[src/rtl/board_pkg.sv]
// board_pkg: shared cell/state encodings and player-to-cell mapping for the gravity board.
package board_pkg;
  typedef enum logic [1:0] {EMPTY = 2'b00, P0 = 2'b01, P1 = 2'b10} cell_t;
  typedef enum logic [1:0] {IDLE, DROP, CLEAR} state_t;
  function automatic cell_t player_cell(input logic p);
    return p ? P1 : P0;
  endfunction
endpackage

[src/rtl/gravity_col_ctr.sv]
// gravity_col_ctr: per-column piece count 0..ROWS with increment, clear and full flag.
// Ports: clk, rst_n (async active-low), inc_i (add one piece), clr_i (zero count),
//        height_o (pieces in column), full_o (column holds ROWS pieces).
module gravity_col_ctr #(
  parameter int ROWS = 6,
  localparam int HW = $clog2(ROWS + 1)
) (
  input  logic          clk,
  input  logic          rst_n,
  input  logic          inc_i,
  input  logic          clr_i,
  output logic [HW-1:0] height_o,
  output logic          full_o
);
  logic [HW-1:0] height_q, height_d;
  assign full_o = height_q == HW'(ROWS);
  assign height_o = height_q;
  assign height_d = clr_i ? '0 : (inc_i && !full_o) ? height_q + 1'b1 : height_q;
  always_ff @(posedge clk or negedge rst_n)
    if (!rst_n) height_q <= '0;
    else height_q <= height_d;
endmodule

[src/rtl/gravity_board.sv]
// gravity_board: ROWSxCOLS drop-style game board with per-column gravity, row reads and staged clear.
// Ports: clk, rst_n (async active-low);
//        drop_valid/drop_col/drop_player -> drop_ready, drop_done/drop_err/drop_row (result pulse);
//        rd_en/rd_row -> rd_valid/rd_data (one-cycle read, column c at bits [2c+1:2c]);
//        clear (wipe board); col_full/board_full (decoded from column heights).
module gravity_board
  import board_pkg::*;
#(
  parameter int ROWS = 6,
  parameter int COLS = 7,
  localparam int CW = $clog2(COLS),
  localparam int RW = $clog2(ROWS)
) (
  input  logic              clk,
  input  logic              rst_n,
  input  logic              drop_valid,
  input  logic [CW-1:0]     drop_col,
  input  logic              drop_player,
  output logic              drop_ready,
  output logic              drop_done,
  output logic              drop_err,
  output logic [RW-1:0]     drop_row,
  input  logic              rd_en,
  input  logic [RW-1:0]     rd_row,
  output logic              rd_valid,
  output logic [2*COLS-1:0] rd_data,
  input  logic              clear,
  output logic [COLS-1:0]   col_full,
  output logic              board_full
);
  localparam int HW = $clog2(ROWS + 1);
  state_t state_q, state_d;
  logic [CW-1:0] col_q, col_d;
  logic player_q, player_d, pend_q, pend_d;
  logic [RW-1:0] crow_q, crow_d, row_q, row_d;
  logic [ROWS-1:0][2*COLS-1:0] board_q, board_d;
  logic done_q, done_d, err_q, err_d, rdv_q;
  logic [2*COLS-1:0] rdd_q;
  logic [COLS-1:0][HW-1:0] height;
  logic [HW-1:0] sel_h;
  logic sel_full, col_ok, do_inc, do_clr;
  always_comb begin
    sel_h = '0;
    sel_full = 1'b0;
    for (int c = 0; c < COLS; c++)
      if (col_q == CW'(c)) begin
        sel_h = height[c];
        sel_full = col_full[c];
      end
  end
  // Out-of-range columns leave sel_full low, so the range test must be explicit.
  assign col_ok = (int'(col_q) < COLS) && !sel_full;
  assign do_inc = state_q == DROP && col_ok;
  // Heights drop to zero on the clear-accept edge; cells are wiped row by row afterwards.
  assign do_clr = state_q == IDLE && (clear || pend_q);
  for (genvar c = 0; c < COLS; c++) begin : g_col
    gravity_col_ctr #(.ROWS(ROWS)) u_ctr (
      .clk(clk),
      .rst_n(rst_n),
      .inc_i(do_inc && col_q == CW'(c)),
      .clr_i(do_clr),
      .height_o(height[c]),
      .full_o(col_full[c])
    );
  end
  assign board_full = &col_full;
  // A pending clear will win over any drop, so hold off the handshake until it runs.
  assign drop_ready = state_q == IDLE && !pend_q;
  assign drop_done = done_q;
  assign drop_err = err_q;
  assign drop_row = row_q;
  assign rd_valid = rdv_q;
  assign rd_data = rdd_q;
  always_comb begin
    state_d = state_q;
    col_d = col_q;
    player_d = player_q;
    pend_d = pend_q;
    crow_d = crow_q;
    board_d = board_q;
    done_d = 1'b0;
    err_d = 1'b0;
    row_d = row_q;
    case (state_q)
      IDLE:
        if (do_clr) begin
          state_d = CLEAR;
          crow_d = '0;
          pend_d = 1'b0;
        end else if (drop_valid) begin
          state_d = DROP;
          col_d = drop_col;
          player_d = drop_player;
        end
      DROP: begin
        state_d = IDLE;
        pend_d = pend_q | clear;
        done_d = 1'b1;
        err_d = !col_ok;
        if (col_ok) begin
          row_d = RW'(sel_h);
          for (int c = 0; c < COLS; c++)
            if (col_q == CW'(c)) board_d[RW'(sel_h)][2*c+:2] = player_cell(player_q);
        end
      end
      CLEAR: begin
        board_d[crow_q] = '0;
        state_d = crow_q == RW'(ROWS - 1) ? IDLE : CLEAR;
        crow_d = crow_q + 1'b1;
      end
      default: state_d = IDLE;
    endcase
  end
  always_ff @(posedge clk or negedge rst_n)
    if (!rst_n) begin
      state_q <= IDLE;
      col_q <= '0;
      player_q <= 1'b0;
      pend_q <= 1'b0;
      crow_q <= '0;
      board_q <= '0;
      done_q <= 1'b0;
      err_q <= 1'b0;
      row_q <= '0;
      rdv_q <= 1'b0;
      rdd_q <= '0;
    end else begin
      state_q <= state_d;
      col_q <= col_d;
      player_q <= player_d;
      pend_q <= pend_d;
      crow_q <= crow_d;
      board_q <= board_d;
      done_q <= done_d;
      err_q <= err_d;
      row_q <= row_d;
      rdv_q <= rd_en;
      if (rd_en) rdd_q <= (int'(rd_row) < ROWS) ? board_q[rd_row] : '0;
    end
endmodule
[config.mk]
export PLATFORM = sky130hd
export DESIGN_NAME = gravity_board
export DESIGN_NICKNAME = d
export VERILOG_FILES = /design/src/rtl/board_pkg.sv /design/src/rtl/gravity_col_ctr.sv /design/src/rtl/gravity_board.sv
export SDC_FILE = /design/constraint.sdc
export NUM_CORES = 1
export LEC_CHECK = 0
export ABC_AREA = 1
export BUFFER_PORTS_ARGS = -buffer_cell sky130_fd_sc_hd__buf_2
export CORE_MARGIN = 5
export CORE_UTILIZATION = 55
export CTS_CLUSTER_SIZE = 14
export DETAILED_ROUTE_END_ITERATION = 6
export HOLD_SLACK_MARGIN = 0.08
export MAX_ROUTING_LAYER = met4
export PLACE_DENSITY = 0.77
export SYNTH_ARGS = -nofsm -noshare
export SYNTH_HDL_FRONTEND = slang
export SYNTH_SLANG_ARGS = --single-unit
[constraint.sdc]
create_clock -name clk -period 2.1 [get_ports clk]
set_clock_uncertainty 0.05 [all_clocks]
set_input_delay 0.105 -clock clk [delete_from_list [all_inputs] [get_ports clk]]
set_output_delay 0.105 -clock clk [all_outputs]
set_load 0.01 [all_outputs]
==> results of run 1 <==
[power by group]
group	switching [W]	total [W]	internal, W
clock	0.00120	0.00308	0.00189
combinational	0.00454	0.00693	0.00239
sequential	0.000330	0.00324	0.00291
[routing by layer]
layer	vias up	global-route usage [%]	part of all wire [%]
li1	4172	-	-
met1	4414	39.7	37
met2	748	48.8	46
met3	209	5.93	12
met4	0	13.1	6.0
met5	-	-	0
[stage by stage]
| step | power [W] | util [%] |
|---|---|---|
| floorplan | 0.00628 | - |
| global placement | 0.00818 | 62.3 |
| detailed placement | 0.00824 | 62.3 |
| CTS | 0.0116 | 68.5 |
| global route | 0.0137 | 76.1 |
| finish | 0.0133 | 76.1 |
[worst reg2reg max path, delay by kind of cell (launching register included)]
kind / cells / cell delay (ns)
flops: 1 / 0.49
buf+inv: 3 / 0.37
simple gates: 11 / 1.27
[flip-flops by register name (all words and copies together), names as in the netlist]
register	count
drop_err	1
drop_done	1
player_q	1
board_q	84
state_q	2
crow_q	3
rd_valid	1
col_q	3
g_col.u_ctr.height_o	21
rd_data	14
pend_q	1
drop_row	3
[worst paths after layout]
check | start | end | slack, ns | depth (start not counted)
worst max register to register | col_q[0]$_DFFE_PN0P_ | board_q[72]$_DFFE_PN0P_ | -0.21 | 14
worst max-delay path | col_q[0]$_DFFE_PN0P_ | board_q[72]$_DFFE_PN0P_ | -0.21 | 14
worst min register to register | board_q[54]$_DFFE_PN0P_ | board_q[54]$_DFFE_PN0P_ | 0.42 | 2
worst min-delay path | rd_row[2] | rd_data[11]$_DFFE_PN0P_ | 0.12 | 5
max in group asynchronous | rst_n | col_q[1]$_DFFE_PN0P_ | 1.23 | 3
min in group asynchronous | rst_n | board_q[18]$_DFFE_PN0P_ | 0.13 | 2
[cells in the final DEF (no fill, tap or decap), types with 4 or more instances in the layout]
| cell type | instances |
|---|---|
| sky130_fd_sc_hd__nand2_1 | 419 |
| sky130_fd_sc_hd__dfrtp_1 | 132 |
| sky130_fd_sc_hd__buf_4 | 83 |
| sky130_fd_sc_hd__nor2_1 | 79 |
| sky130_fd_sc_hd__nand4_1 | 67 |
| sky130_fd_sc_hd__o21ai_0 | 52 |
| sky130_fd_sc_hd__inv_1 | 41 |
| sky130_fd_sc_hd__buf_2 | 39 |
| sky130_fd_sc_hd__nand2_2 | 37 |
| sky130_fd_sc_hd__buf_6 | 33 |
| sky130_fd_sc_hd__nand3_1 | 32 |
| sky130_fd_sc_hd__inv_2 | 30 |
| sky130_fd_sc_hd__nand2_4 | 22 |
| sky130_fd_sc_hd__nand3_2 | 21 |
| sky130_fd_sc_hd__clkbuf_16 | 21 |
| sky130_fd_sc_hd__nand3_4 | 19 |
| sky130_fd_sc_hd__nor2_4 | 17 |
| sky130_fd_sc_hd__o22ai_1 | 17 |
| sky130_fd_sc_hd__buf_12 | 16 |
| sky130_fd_sc_hd__a31oi_1 | 15 |
| sky130_fd_sc_hd__o21ai_2 | 14 |
| sky130_fd_sc_hd__o21a_1 | 14 |
| sky130_fd_sc_hd__ha_1 | 14 |
| sky130_fd_sc_hd__o21ai_1 | 8 |
| sky130_fd_sc_hd__dlygate4sd3_1 | 8 |
| sky130_fd_sc_hd__nor2_2 | 7 |
| sky130_fd_sc_hd__nand2_8 | 7 |
| sky130_fd_sc_hd__clkinv_1 | 7 |
| sky130_fd_sc_hd__xnor2_1 | 7 |
| sky130_fd_sc_hd__a21oi_1 | 4 |
| sky130_fd_sc_hd__o21ai_4 | 4 |
| sky130_fd_sc_hd__clkinvlp_4 | 4 |
[final cells by class]
type | count | area (um2)
Clock inverter | 12 | 153
Timing Repair Buffer | 185 | 1720
Tap cell | 188 | 235
Timing Repair inverter | 1 | 6.26
Multi-Input combinational cell | 901 | 5250
Sequential cell | 135 | 3380
Clock buffer | 19 | 443
Inverter | 83 | 332
Fill cell | 949 | 3620
[kinds of logic (layout without fill, tap and decap cells)]
group | after synthesis | in the layout | synth area share [%]
adders and majority gates | 16 | 16 | 2.37
buffers and inverters | 145 | 300 | 7.89
AOI/OAI and AO/OA | 136 | 136 | 9.23
and+or+nand+nor | 741 | 742 | 39.8
DFF | 135 | 135 | 40.0
xor gates and xnor gates | 7 | 7 | 0.725
[timing repair]
item,in CTS,in global routing
endpoints found under the hold margin,142,0
hold buffers,8,0
setup endpoints to repair,107,109
pin swaps,12,86
resized for setup,50,208
setup buffers,9,22
gates cloned,1,5
==> impl_metrics.sql, run 1 <==
INSERT INTO impl_metrics (metric_group, metric, value, unit) VALUES
('run_status', 'run_status', 'finished with violations', ''),
('run_status', 'violations', 'design-rule violations, negative setup slack', ''),
('timing', 'post-route-period-util', '110', '%'),
('logic_synthesis', 'yosysWarningCount', '0', ''),
('route', 'avgViaCountPerCell', '6.26', ''),
('floorplanning', 'io_pins', '41', ''),
('global_routing', 'grt_max_degree', '46', ''),
('logic_synthesis', 'area_share_of_the_largest_cell_type_after_synthesis', '40.0', '%'),
('route', 'drc_errors', '6', ''),
('setup_path', 'cp_cell_sequence', 'clkinv_4 > buf_12 > nor2_4 > nand3_2 > nand2_2 > nor2_4 > nand4_4 > nor2_8 > buf_6 > nand3_4 > nand2_8 > nand3_2 > nand2_1 > nand2_1', ''),
('timing', 'relSlewSlack', '31.8', '%'),
('placement', 'numPlacedInstances', '1449', ''),
('route', 'detailedRoute.firstPassIterationCount', '7', ''),
('route', 'route.antenna.remaining_nets', '0', ''),
('logic_synthesis', 'postSynthRegisterBits', '135', ''),
('logic_synthesis', 'netlist_top_cells_area', 'sky130_fd_sc_hd__dfrtp_1 (40%), sky130_fd_sc_hd__nand2_1 (20%), sky130_fd_sc_hd__nand4_1 (5.0%)', ''),
('setup_path', 'critical_path.startpoint_type', 'flop', ''),
('logic_synthesis', 'post-synth-top-count-cell', 'sky130_fd_sc_hd__nand2_1', ''),
('route', 'wl_per_cell', '20.3', 'um'),
('layout', 'layout.cell_area.non_filler', '11500', 'um2'),
('logic_synthesis', 'synth_async_sr_flop_share', '100', '%'),
('global_routing', 'groute.usage.overall', '31.1', '%'),
('clock_network', 'clkSlewWorstSetupHoldPaths', '0.06', 'ns'),
('layout', 'layout_overhead_on_the_synthesized_area', '36.3', '%'),
('timing', 'worst_margin_pin_slew', '1.02', 'ns'),
('logic_synthesis', 'sequential_fraction_of_the_synthesis_area', '40.0', '%'),
('global_routing', 'antenna_found_initial', '0', ''),
('global_routing', 'global_route.overflow_total', '0', ''),
('timing', 'report.final.hold_viol_count', '0', ''),
('logic_synthesis', 'synth-main-ff-cell', 'sky130_fd_sc_hd__dfrtp_1', ''),
('layout', 'nets', '1352', ''),
('clock_network', 'numClockSinks', '135', ''),
('power_and_ir_drop', 'max-vdd-ir-drop', '1.06', 'mV'),
('timing', 'setup_repair_after_global_routing_missed_its_margin', 'yes', ''),
('placement', 'finalWeightedCongestion', '0.984', ''),
('timing', 'final_critical_path_setup_slack', '-0.209', 'ns'),
('logic_synthesis', 'synth_fp_nets', '1208', ''),
('floorplanning', 'die_w', '134', 'um'),
('route', 'initialDrtViolationCount', '1419', ''),
('logic_synthesis', 'post_synth_instance_area', '8450', 'um2'),
('clock_network', 'cts-buffers-inserted', '17', ''),
('setup_path', 'worst-endpoint-required', '2.35', 'ns'),
('timing', 'timing_max_transition_violations_final', '0', ''),
('timing', 'tns', '-10.58', 'ns'),
('floorplanning', 'core', '15100', 'um2'),
('setup_path', 'timing.setup.critical_path_class', 'flop to flop', ''),
('logic_synthesis', 'synth_cells', '1180', ''),
('route', 'routed_via_count', '9543', ''),
('floorplanning', 'y_dimension_of_the_die', '134', 'um'),
('logic_synthesis', 'syn_area_per_cell', '7.16', 'um2'),
('floorplanning', 'initial_utilization', '55.8', '%'),
('timing', 'setup_viol', '102', ''),
('clock_network', 'clockBufferDepth', '2', ''),
('clock_network', 'clk_latency_worst_skew_pair', '0.43', 'ns'),
('run', 'cap_violations', '0', ''),
('floorplanning', 'placementRows', '45', ''),
('power_and_ir_drop', 'power_leakage', '5.85', 'nW'),
('logic_synthesis', 'largest_area_contributor_in_the_netlist', 'sky130_fd_sc_hd__dfrtp_1', ''),
('floorplanning', 'die-area', '18000', 'um2'),
('setup_path', 'worst-path-buf-inv', '3', ''),
('clock_network', 'tritoncts', 'done', ''),
('layout', 'fin_cells', '1524', ''),
('timing', 'clock.fmax', '433', 'MHz'),
('layout', 'post_route_cells_drive_above_1_share', '31.0', '%'),
('logic_synthesis', 'yosysUniqueCellTypes', '35', ''),
('route', 'overall_routed_net_length', '30900', 'um'),
('clock_network', 'clock_tree.htree_level_count', '4', ''),
('logic_synthesis', 'leading_cell_types_by_count_after_synthesis', 'sky130_fd_sc_hd__nand2_1 (460), sky130_fd_sc_hd__dfrtp_1 (135), sky130_fd_sc_hd__nor2_1 (96), sky130_fd_sc_hd__nand4_1 (67), sky130_fd_sc_hd__nand3_1 (62)', ''),
('global_routing', 'via_count_of_the_first_global_routing_pass', '8559', ''),
('placement', 'dp_worst_setup_slack', '-0.307', 'ns'),
('setup_path', 'worst-path-max-fanout', '8', '');
(Power assumes the default switching activity.)
==> inputs of run 2 (changes only) <==
--- a/config.mk
+++ b/config.mk
@@ -5,7 +5,7 @@
 export SDC_FILE = /design/constraint.sdc
 export NUM_CORES = 1
 export LEC_CHECK = 0
-export ABC_AREA = 1
+export ABC_AREA = 0
 export BUFFER_PORTS_ARGS = -buffer_cell sky130_fd_sc_hd__buf_2
 export CORE_MARGIN = 5
 export CORE_UTILIZATION = 55
@@ -13,7 +13,7 @@
 export DETAILED_ROUTE_END_ITERATION = 6
 export HOLD_SLACK_MARGIN = 0.08
 export MAX_ROUTING_LAYER = met4
-export PLACE_DENSITY = 0.77
+export PLACE_DENSITY = 0.78
 export SYNTH_ARGS = -nofsm -noshare
 export SYNTH_HDL_FRONTEND = slang
 export SYNTH_SLANG_ARGS = --single-unit
==> run 2 against run 1 <==
Net effect:
- the flow finishes with violations (negative setup slack)
- synthesized cell count shrank 43%
- clock-buffer cell count rose by 3
- non-clock buffer count fell by 18
- register-to-register slack better by 0.02 ns
- wire length is 27% lower
- setup slack improved by 0.020 ns
- critical path depth decreased by 5
- global-route usage is 3.3 points lower
- cell count is 35% lower
- maximum frequency up 0.89%
- combinational power shrank 33%
==> impl_metrics.sql, run 2 <==
INSERT INTO impl_metrics (metric_group, metric, value, unit) VALUES
('logic_synthesis', 'postSynthRegisterBits', '135', ''),
('layout', 'largest_register_ffs', '84', ''),
('clock_network', 'clockBufferDepth', '2', ''),
('layout', 'final_cell_mix', 'sky130_fd_sc_hd__dfrtp_1 (132), sky130_fd_sc_hd__nand2_1 (109), sky130_fd_sc_hd__buf_4 (96)', ''),
('layout', 'nets', '840', ''),
('clock_network', 'tritoncts', 'done', ''),
('floorplanning', 'placementRows', '41', ''),
('clock_network', 'cts_root_buffer', 'sky130_fd_sc_hd__clkbuf_16', ''),
('power_and_ir_drop', 'max-vdd-ir-drop', '1.10', 'mV'),
('floorplanning', 'initial_utilization', '56.5', '%'),
('floorplanning', 'die_w', '124', 'um'),
('logic_synthesis', 'largest_area_contributor_in_the_netlist', 'sky130_fd_sc_hd__dfrtp_1', ''),
('placement', 'dp_worst_setup_slack', '-0.243', 'ns'),
('route', 'route.antenna.remaining_nets', '0', ''),
('setup_path', 'end_kind', 'flop', ''),
('logic_synthesis', 'sequential_fraction_of_the_synthesis_area', '47.0', '%'),
('setup_path', 'worstReg2RegStart', 'col_q[1]$_DFFE_PN0P_', ''),
('logic_synthesis', 'edff_count_synth', '0', ''),
('run_status', 'violations', 'negative setup slack', ''),
('setup_path', 'worst-endpoint-required', '2.38', 'ns'),
('power_and_ir_drop', 'power_leakage', '4.55', 'nW'),
('timing', 'relSlewSlack', '33.9', '%'),
('timing', 'worst_margin_pin_slew', '0.988', 'ns'),
('layout', 'layout_overhead_on_the_synthesized_area', '31.1', '%'),
('run_status', 'run_status', 'finished with violations', ''),
('logic_synthesis', 'yosysWarningCount', '0', ''),
('logic_synthesis', 'synth_fp_nets', '705', ''),
('setup_path', 'r2r_cells', '9', ''),
('setup_path', 'critical_path.startpoint_type', 'flop', ''),
('global_routing', 'via_count_of_the_first_global_routing_pass', '6272', ''),
('setup_path', 'timing.setup.critical_path_class', 'flop to flop', ''),
('floorplanning', 'y_dimension_of_the_die', '124', 'um'),
('timing', 'min_clock_period_post_route', '2.29', 'ns'),
('placement', 'dp_hpwl', '14000', 'um'),
('logic_synthesis', 'leading_cell_types_by_count_after_synthesis', 'sky130_fd_sc_hd__dfrtp_1 (135), sky130_fd_sc_hd__nand2_1 (111), sky130_fd_sc_hd__mux2i_1 (91), sky130_fd_sc_hd__nor2_1 (44), sky130_fd_sc_hd__clkbuf_1 (26)', ''),
('route', 'wl_per_cell', '22.8', 'um'),
('logic_synthesis', 'area_share_of_the_largest_cell_type_after_synthesis', '47.0', '%'),
('layout', 'post_route_cells_drive_above_1_share', '35.2', '%'),
('timing', 'clock.fmax', '437', 'MHz'),
('timing', 'timing_max_transition_violations_final', '0', ''),
('logic_synthesis', 'syn_area_per_cell', '10.6', 'um2'),
('layout', 'filler_cell_count', '821', ''),
('floorplanning', 'io_pins', '41', ''),
('route', 'initialDrtViolationCount', '759', ''),
('logic_synthesis', 'netlist_top_cells_area', 'sky130_fd_sc_hd__dfrtp_1 (47%), sky130_fd_sc_hd__mux2i_1 (13%), sky130_fd_sc_hd__nand2_1 (5.8%)', ''),
('clock_network', 'clk_latency_worst_skew_pair', '0.43', 'ns'),
('logic_synthesis', 'yosysUniqueCellTypes', '53', ''),
('layout', 'layout.area.seq', '3380', 'um2'),
('timing', 'tns', '-6.32', 'ns'),
('global_routing', 'antenna_found_initial', '0', ''),
('setup_path', 'worstReg2RegEnd', 'board_q[77]$_DFFE_PN0P_', ''),
('logic_synthesis', 'synth_async_sr_flop_share', '100', '%'),
('clock_network', 'cts-buffers-inserted', '17', ''),
('floorplanning', 'core', '12700', 'um2'),
('logic_synthesis', 'synth_cells', '677', ''),
('route', 'avgViaCountPerCell', '6.26', ''),
('global_routing', 'grt_first_pass_wirelength', '33100', 'um'),
('timing', 'setup_viol', '89', ''),
('route', 'overall_routed_net_length', '22700', 'um'),
('timing', 'post-route-period-util', '109', '%'),
('clock_network', 'clkSlewWorstSetupHoldPaths', '0.06', 'ns'),
('setup_path', 'crit_arrival', '2.57', 'ns'),
('run', 'cap_violations', '0', ''),
('floorplanning', 'die-area', '15500', 'um2'),
('logic_synthesis', 'synth-main-ff-cell', 'sky130_fd_sc_hd__dfrtp_1', ''),
('setup_path', 'worst-path-max-fanout', '17', ''),
('clock_network', 'clock_tree.htree_level_count', '4', ''),
('global_routing', 'groute.usage.overall', '27.8', '%'),
('layout', 'largest-register', 'board_q', ''),
('route', 'detailedRoute.firstPassIterationCount', '5', ''),
('global_routing', 'global_route.overflow_total', '0', ''),
('timing', 'setup_repair_after_global_routing_missed_its_margin', 'yes', ''),
('logic_synthesis', 'post-synth-top-count-cell', 'sky130_fd_sc_hd__dfrtp_1', ''),
('route', 'routed_via_count', '6234', ''),
('hold_path', 'min_path_type', 'primary input to async pin', ''),
('setup_path', 'reg2reg_slack', '-0.19', 'ns'),
('layout', 'multi_input_area', '3850', 'um2'),
('clock_network', 'numClockSinks', '135', ''),
('layout', 'num_antenna_cells', '0', ''),
('placement', 'numPortBuffers', '40', ''),
('global_routing', 'grt_max_degree', '53', ''),
('route', 'drc_errors', '0', ''),
('layout', 'most_common_cell_after_layout_fill_and_taps_aside', 'sky130_fd_sc_hd__dfrtp_1', ''),
('logic_synthesis', 'post_synth_instance_area', '7190', 'um2'),
('power_and_ir_drop', 'power_density', '1120', 'nW/um2'),
('placement', 'finalWeightedCongestion', '0.919', ''),
('timing', 'report.final.hold_viol_count', '0', ''),
('timing', 'final_critical_path_setup_slack', '-0.188', 'ns');
[run 2: changes by cell type after synthesis, moves of 17 or more]
cell,before,now
sky130_fd_sc_hd__mux2i_1,0,91
sky130_fd_sc_hd__nand4_1,67,3
sky130_fd_sc_hd__inv_2,24,0
sky130_fd_sc_hd__nor2_1,96,44
sky130_fd_sc_hd__nand3_1,62,17
sky130_fd_sc_hd__mux2_2,0,17
sky130_fd_sc_hd__nand2_1,460,111
sky130_fd_sc_hd__inv_1,46,19
sky130_fd_sc_hd__o211ai_1,0,25
sky130_fd_sc_hd__o21ai_1,18,1
sky130_fd_sc_hd__o21ai_0,60,15
sky130_fd_sc_hd__a22oi_1,0,20
sky130_fd_sc_hd__nand2_2,18,0
[run 2: area by class of cell]
type                    instances  share of cell area (%)
multi-input cells             471                    40.8
flip-flops and latches        135                    35.9
repair buffers                167                    14.4
clock buffers                  22                    5.03
well taps                     172                    2.28
clock inverters                 9                   0.810
inverters                      20                   0.796
[run 2: cells by family after synthesis]
family          count (synthesis)  share of synthesized area (%)
compound gates                 93                           9.00
xor+xnor                       11                           1.34
fa+ha+maj                      16                           2.78
buf+inv                        71                           4.79
flops                         135                           47.0
mux                           122                           19.7
simple gates                  229                           15.4
[run 2: where the power goes]
part / total [W] / internal, W / switching, W
combinational: 0.00464 / 0.00191 / 0.00273
sequential: 0.00307 / 0.00281 / 0.000260
clock: 0.00282 / 0.00170 / 0.00111
total: 0.0105 / 0.00643 / 0.00410
[run 2: critical path: stages, from the launching register on]
cell,delay (ns)
sky130_fd_sc_hd__dfrtp_2,0.47
sky130_fd_sc_hd__buf_12,0.17
sky130_fd_sc_hd__nand3b_1,0.19
sky130_fd_sc_hd__nand4_2,0.15
sky130_fd_sc_hd__buf_4,0.15
sky130_fd_sc_hd__a21oi_2,0.08
sky130_fd_sc_hd__buf_12,0.17
sky130_fd_sc_hd__nor4_2,0.33
sky130_fd_sc_hd__buf_4,0.20
sky130_fd_sc_hd__mux2i_1,0.22
[run 2: per-layer routing]
| layer | GRT usage [%] | wire length (um) |
|---|---|---|
| met1 | 34.7 | 8790 |
| met2 | 44.0 | 11200 |
| met3 | 6.69 | 1750 |
| met4 | 10.7 | 925 |
| met5 | - | 0 |
[run 2: timing repair]
item                                    in CTS  in global routing
resized for setup                           16                 76
endpoints found under the setup margin      76                 91
pin swaps                                    3                 23
hold endpoints to repair                    92                  0
cloned                                       0                  2
setup buffers                                5                 20
hold buffers                                10                  0
[run 2: worst max-delay path by stage]
stage                                                       from                      end  slack [ns]  cells after the start
final                                       col_q[1]$_DFFE_PN0P_  board_q[77]$_DFFE_PN0P_       -0.19                      9
after global routing                        col_q[1]$_DFFE_PN0P_  board_q[77]$_DFFE_PN0P_       -0.21                      9
after floorplan           g_col[2].u_ctr.height_o[0]$_DFFE_PN0P_   board_q[5]$_DFFE_PN0P_       -0.04                      7
after detailed placement                    col_q[0]$_DFFE_PN0P_  board_q[76]$_DFFE_PN0P_       -0.24                      6
after global placement                      col_q[2]$_DFFE_PN0P_  board_q[77]$_DFFE_PN0P_       -0.17                      6
after CTS                                   col_q[1]$_DFFE_PN0P_  board_q[65]$_DFFE_PN0P_       -0.07                      8
[run 2: through the flow]
| step | instance area [um2] | power, W | instances | hold WS (ns) | util [%] |
|---|---|---|---|---|---|
| global route | 9430 | 0.0109 | 996 | 0.231 | 74.1 |
| global placement | 8120 | 0.00629 | 930 | 0.0634 | 63.8 |
| detailed placement | 8120 | 0.00644 | 930 | 0.0795 | 63.8 |
| floorplan | 7200 | 0.00492 | 677 | -0.241 | - |
| CTS | 8880 | 0.00942 | 976 | 0.167 | 69.8 |
| finish | 9430 | 0.0105 | 996 | 0.159 | 74.1 |
==> inputs of run 3 (changes only) <==
--- a/config.mk
+++ b/config.mk
@@ -17,3 +17,4 @@
 export SYNTH_ARGS = -nofsm -noshare
 export SYNTH_HDL_FRONTEND = slang
 export SYNTH_SLANG_ARGS = --single-unit
+export TNS_END_PERCENT = 20
==> run 3 against run 2 <==
Net effect:
- the flow still finishes with violations (negative setup slack)
- clock power up 12%
- register-to-register slack hardly changed
- sequential cell count did not move
- combinational power is 11% lower
- hold slack improved by 0.063 ns
- power decreased by 2.1%
- sequential share of layout area is 0.88 points higher
- critical path type unchanged
- critical endpoint is now board_q[65]$_DFFE_PN0P_
==> impl_metrics.sql, run 3 (synthesized netlist as in run 2, its figures left out) <==
INSERT INTO impl_metrics (metric_group, metric, value, unit) VALUES
('setup_path', 'worstReg2RegEnd', 'board_q[65]$_DFFE_PN0P_', ''),
('route', 'drc_errors', '0', ''),
('layout', 'layout.area.seq', '3380', 'um2'),
('timing', 'post-route-period-util', '109', '%'),
('layout', 'final_cell_mix', 'sky130_fd_sc_hd__dfrtp_1 (132), sky130_fd_sc_hd__nand2_1 (110), sky130_fd_sc_hd__buf_4 (86)', ''),
('setup_path', 'worstReg2RegStart', 'col_q[1]$_DFFE_PN0P_', ''),
('setup_path', 'timing.setup.critical_path_class', 'flop to flop', ''),
('timing', 'relSlewSlack', '32.0', '%'),
('timing', 'report.final.hold_viol_count', '0', ''),
('clock_network', 'cts-buffers-inserted', '17', ''),
('setup_path', 'worst_setup_path_startpoint', 'col_q[1]$_DFFE_PN0P_', ''),
('setup_path', 'crit_arrival', '2.59', 'ns'),
('setup_path', 'end_kind', 'flop', ''),
('layout', 'fin_cells', '978', ''),
('route', 'route.antenna.remaining_nets', '0', ''),
('clock_network', 'clock_tree.htree_level_count', '4', ''),
('power_and_ir_drop', 'max-vdd-ir-drop', '1.03', 'mV'),
('timing', 'clock.fmax', '435', 'MHz'),
('run_status', 'violations', 'negative setup slack', ''),
('timing', 'min_clock_period_post_route', '2.30', 'ns'),
('timing', 'final_critical_path_setup_slack', '-0.197', 'ns'),
('placement', 'numPortBuffers', '40', ''),
('clock_network', 'cts_root_buffer', 'sky130_fd_sc_hd__clkbuf_16', ''),
('hold_path', 'min_path_type', 'primary input to async pin', ''),
('placement', 'finalWeightedCongestion', '0.973', ''),
('floorplanning', 'initial_utilization', '56.5', '%'),
('global_routing', 'antenna_found_initial', '0', ''),
('setup_path', 'r2r_cells', '8', ''),
('setup_path', 'worst-endpoint-required', '2.40', 'ns'),
('global_routing', 'grt_first_pass_wirelength', '33400', 'um'),
('layout', 'most_common_cell_after_layout_fill_and_taps_aside', 'sky130_fd_sc_hd__dfrtp_1', ''),
('layout', 'largest_register_ffs', '84', ''),
('clock_network', 'tritoncts', 'done', ''),
('setup_path', 'critical_path.endpoint', 'board_q[65]$_DFFE_PN0P_', ''),
('layout', 'multi_input_area', '3730', 'um2'),
('route', 'overall_routed_net_length', '20800', 'um'),
('setup_path', 'worst-path-max-fanout', '12', ''),
('floorplanning', 'io_pins', '41', ''),
('setup_path', 'critical_path.startpoint_type', 'flop', ''),
('route', 'avgViaCountPerCell', '6.12', ''),
('run', 'cap_violations', '0', ''),
('setup_path', 'reg2reg_slack', '-0.20', 'ns'),
('layout', 'filler_cell_count', '868', ''),
('timing', 'setup_repair_after_global_routing_missed_its_margin', 'yes', ''),
('global_routing', 'via_count_of_the_first_global_routing_pass', '6308', ''),
('global_routing', 'groute.usage.overall', '28.0', '%'),
('power_and_ir_drop', 'power_leakage', '4.44', 'nW'),
('floorplanning', 'core', '12700', 'um2'),
('layout', 'post_route_cells_drive_above_1_share', '31.8', '%'),
('placement', 'numPlacedInstances', '930', ''),
('floorplanning', 'placementRows', '41', ''),
('timing', 'worst_margin_pin_slew', '1.02', 'ns'),
('route', 'wl_per_cell', '21.2', 'um'),
('route', 'detailedRoute.firstPassIterationCount', '5', ''),
('power_and_ir_drop', 'total_power', '0.0103', 'W'),
('run_status', 'run_status', 'finished with violations', ''),
('global_routing', 'grt_max_degree', '57', ''),
('clock_network', 'clkSlewWorstSetupHoldPaths', '0.06', 'ns'),
('global_routing', 'global_route.overflow_total', '0', ''),
('floorplanning', 'die-area', '15500', 'um2'),
('power_and_ir_drop', 'power_density', '1120', 'nW/um2'),
('layout', 'largest-register', 'board_q', ''),
('clock_network', 'clk_latency_worst_skew_pair', '0.44', 'ns'),
('clock_network', 'numClockSinks', '135', ''),
('placement', 'dp_hpwl', '14000', 'um'),
('layout', 'num_antenna_cells', '0', ''),
('timing', 'tns', '-5.01', 'ns'),
('floorplanning', 'y_dimension_of_the_die', '124', 'um'),
('clock_network', 'clockBufferDepth', '2', ''),
('timing', 'setup_viol', '76', ''),
('route', 'routed_via_count', '5984', ''),
('layout', 'nets', '822', ''),
('layout', 'layout_overhead_on_the_synthesized_area', '27.9', '%'),
('route', 'initialDrtViolationCount', '658', ''),
('floorplanning', 'die_w', '124', 'um'),
('timing', 'timing_max_transition_violations_final', '0', '');
run 3: changes by cell type in the layout (fill, tap and decap cells not counted), moves of 3 or more:
cell,delta
sky130_fd_sc_hd__clkinv_2,-6
sky130_fd_sc_hd__bufinv_16,+3
sky130_fd_sc_hd__buf_4,-10
sky130_fd_sc_hd__clkinvlp_4,+3
sky130_fd_sc_hd__mux2i_1,+4
sky130_fd_sc_hd__mux2i_4,-3
sky130_fd_sc_hd__clkbuf_8,-3
sky130_fd_sc_hd__buf_6,-7
sky130_fd_sc_hd__a22o_4,-3
sky130_fd_sc_hd__inv_6,+3
run 3: worst min-delay path by stage:
| stage | start | end | cells past startpoint |
|---|---|---|---|
| 2_1_floorplan | rst_n | board_q[0]$_DFFE_PN0P_ | 0 |
| 3_3_place_gp | rst_n | board_q[3]$_DFFE_PN0P_ | 1 |
| 3_5_place_dp | rst_n | board_q[3]$_DFFE_PN0P_ | 1 |
| 4_1_cts | rd_row[2] | rd_data[0]$_DFFE_PN0P_ | 5 |
| 5_1_grt | rd_row[2] | rd_data[3]$_DFFE_PN0P_ | 5 |
| 6_report | rst_n | board_q[1]$_DFFE_PN0P_ | 2 |
run 3: routing by layer:
| metal | wire, um | global-route usage, % | part of all wire [%] |
|---|---|---|---|
| met1 | 8360 | 34.1 | 40 |
| met2 | 10600 | 45.6 | 51 |
| met3 | 1130 | 5.40 | 5.4 |
| met4 | 711 | 12.2 | 3.4 |
| met5 | 0 | - | 0 |
run 3: metrics by stage:
stage | cell area, um2 | hold slack (ns) | utilization, % | worst slack, ns
2_1_floorplan | 7190 | -0.241 | - | -0.0582
3_3_place_gp | 8120 | 0.153 | 63.8 | -0.107
3_5_place_dp | 8120 | 0.169 | 63.8 | -0.189
4_1_cts | 9030 | 0.213 | 71.0 | -0.0771
5_1_grt | 9200 | 0.268 | 72.3 | -0.222
6_report | 9200 | 0.222 | 72.3 | -0.197
run 3: cell type report:
class | count | area share [%]
multi-input cells | 471 | 40.5
flip-flops and latches | 135 | 36.8
repair buffers | 149 | 12.8
clock buffers | 18 | 4.67
well taps | 172 | 2.34
clock inverters | 13 | 2.11
inverters | 20 | 0.816
run 3: timing repair:
item,CTS,global route
setup endpoints to repair,74,87
hold buffers,10,0
setup buffers,3,3
cloned,0,1
pin swaps,8,12
gates resized for setup,37,24
endpoints found under the hold margin,63,0
run 3: report_power, final:
part           internal, W  switching, W  total (W)
clock              0.00199       0.00117    0.00316
combinational      0.00160       0.00252    0.00412
sequential         0.00281      0.000224    0.00303
total              0.00640       0.00391     0.0103
run 3: critical path, stage by stage, from the launching register on:
cell and delay (ns):
sky130_fd_sc_hd__dfrtp_2 0.42, sky130_fd_sc_hd__buf_12 0.16, sky130_fd_sc_hd__mux2i_1 0.24, sky130_fd_sc_hd__nor2_2 0.08, sky130_fd_sc_hd__o31a_4 0.39, sky130_fd_sc_hd__buf_12 0.17
sky130_fd_sc_hd__nor4_4 0.28, sky130_fd_sc_hd__buf_4 0.18, sky130_fd_sc_hd__mux2i_2 0.22
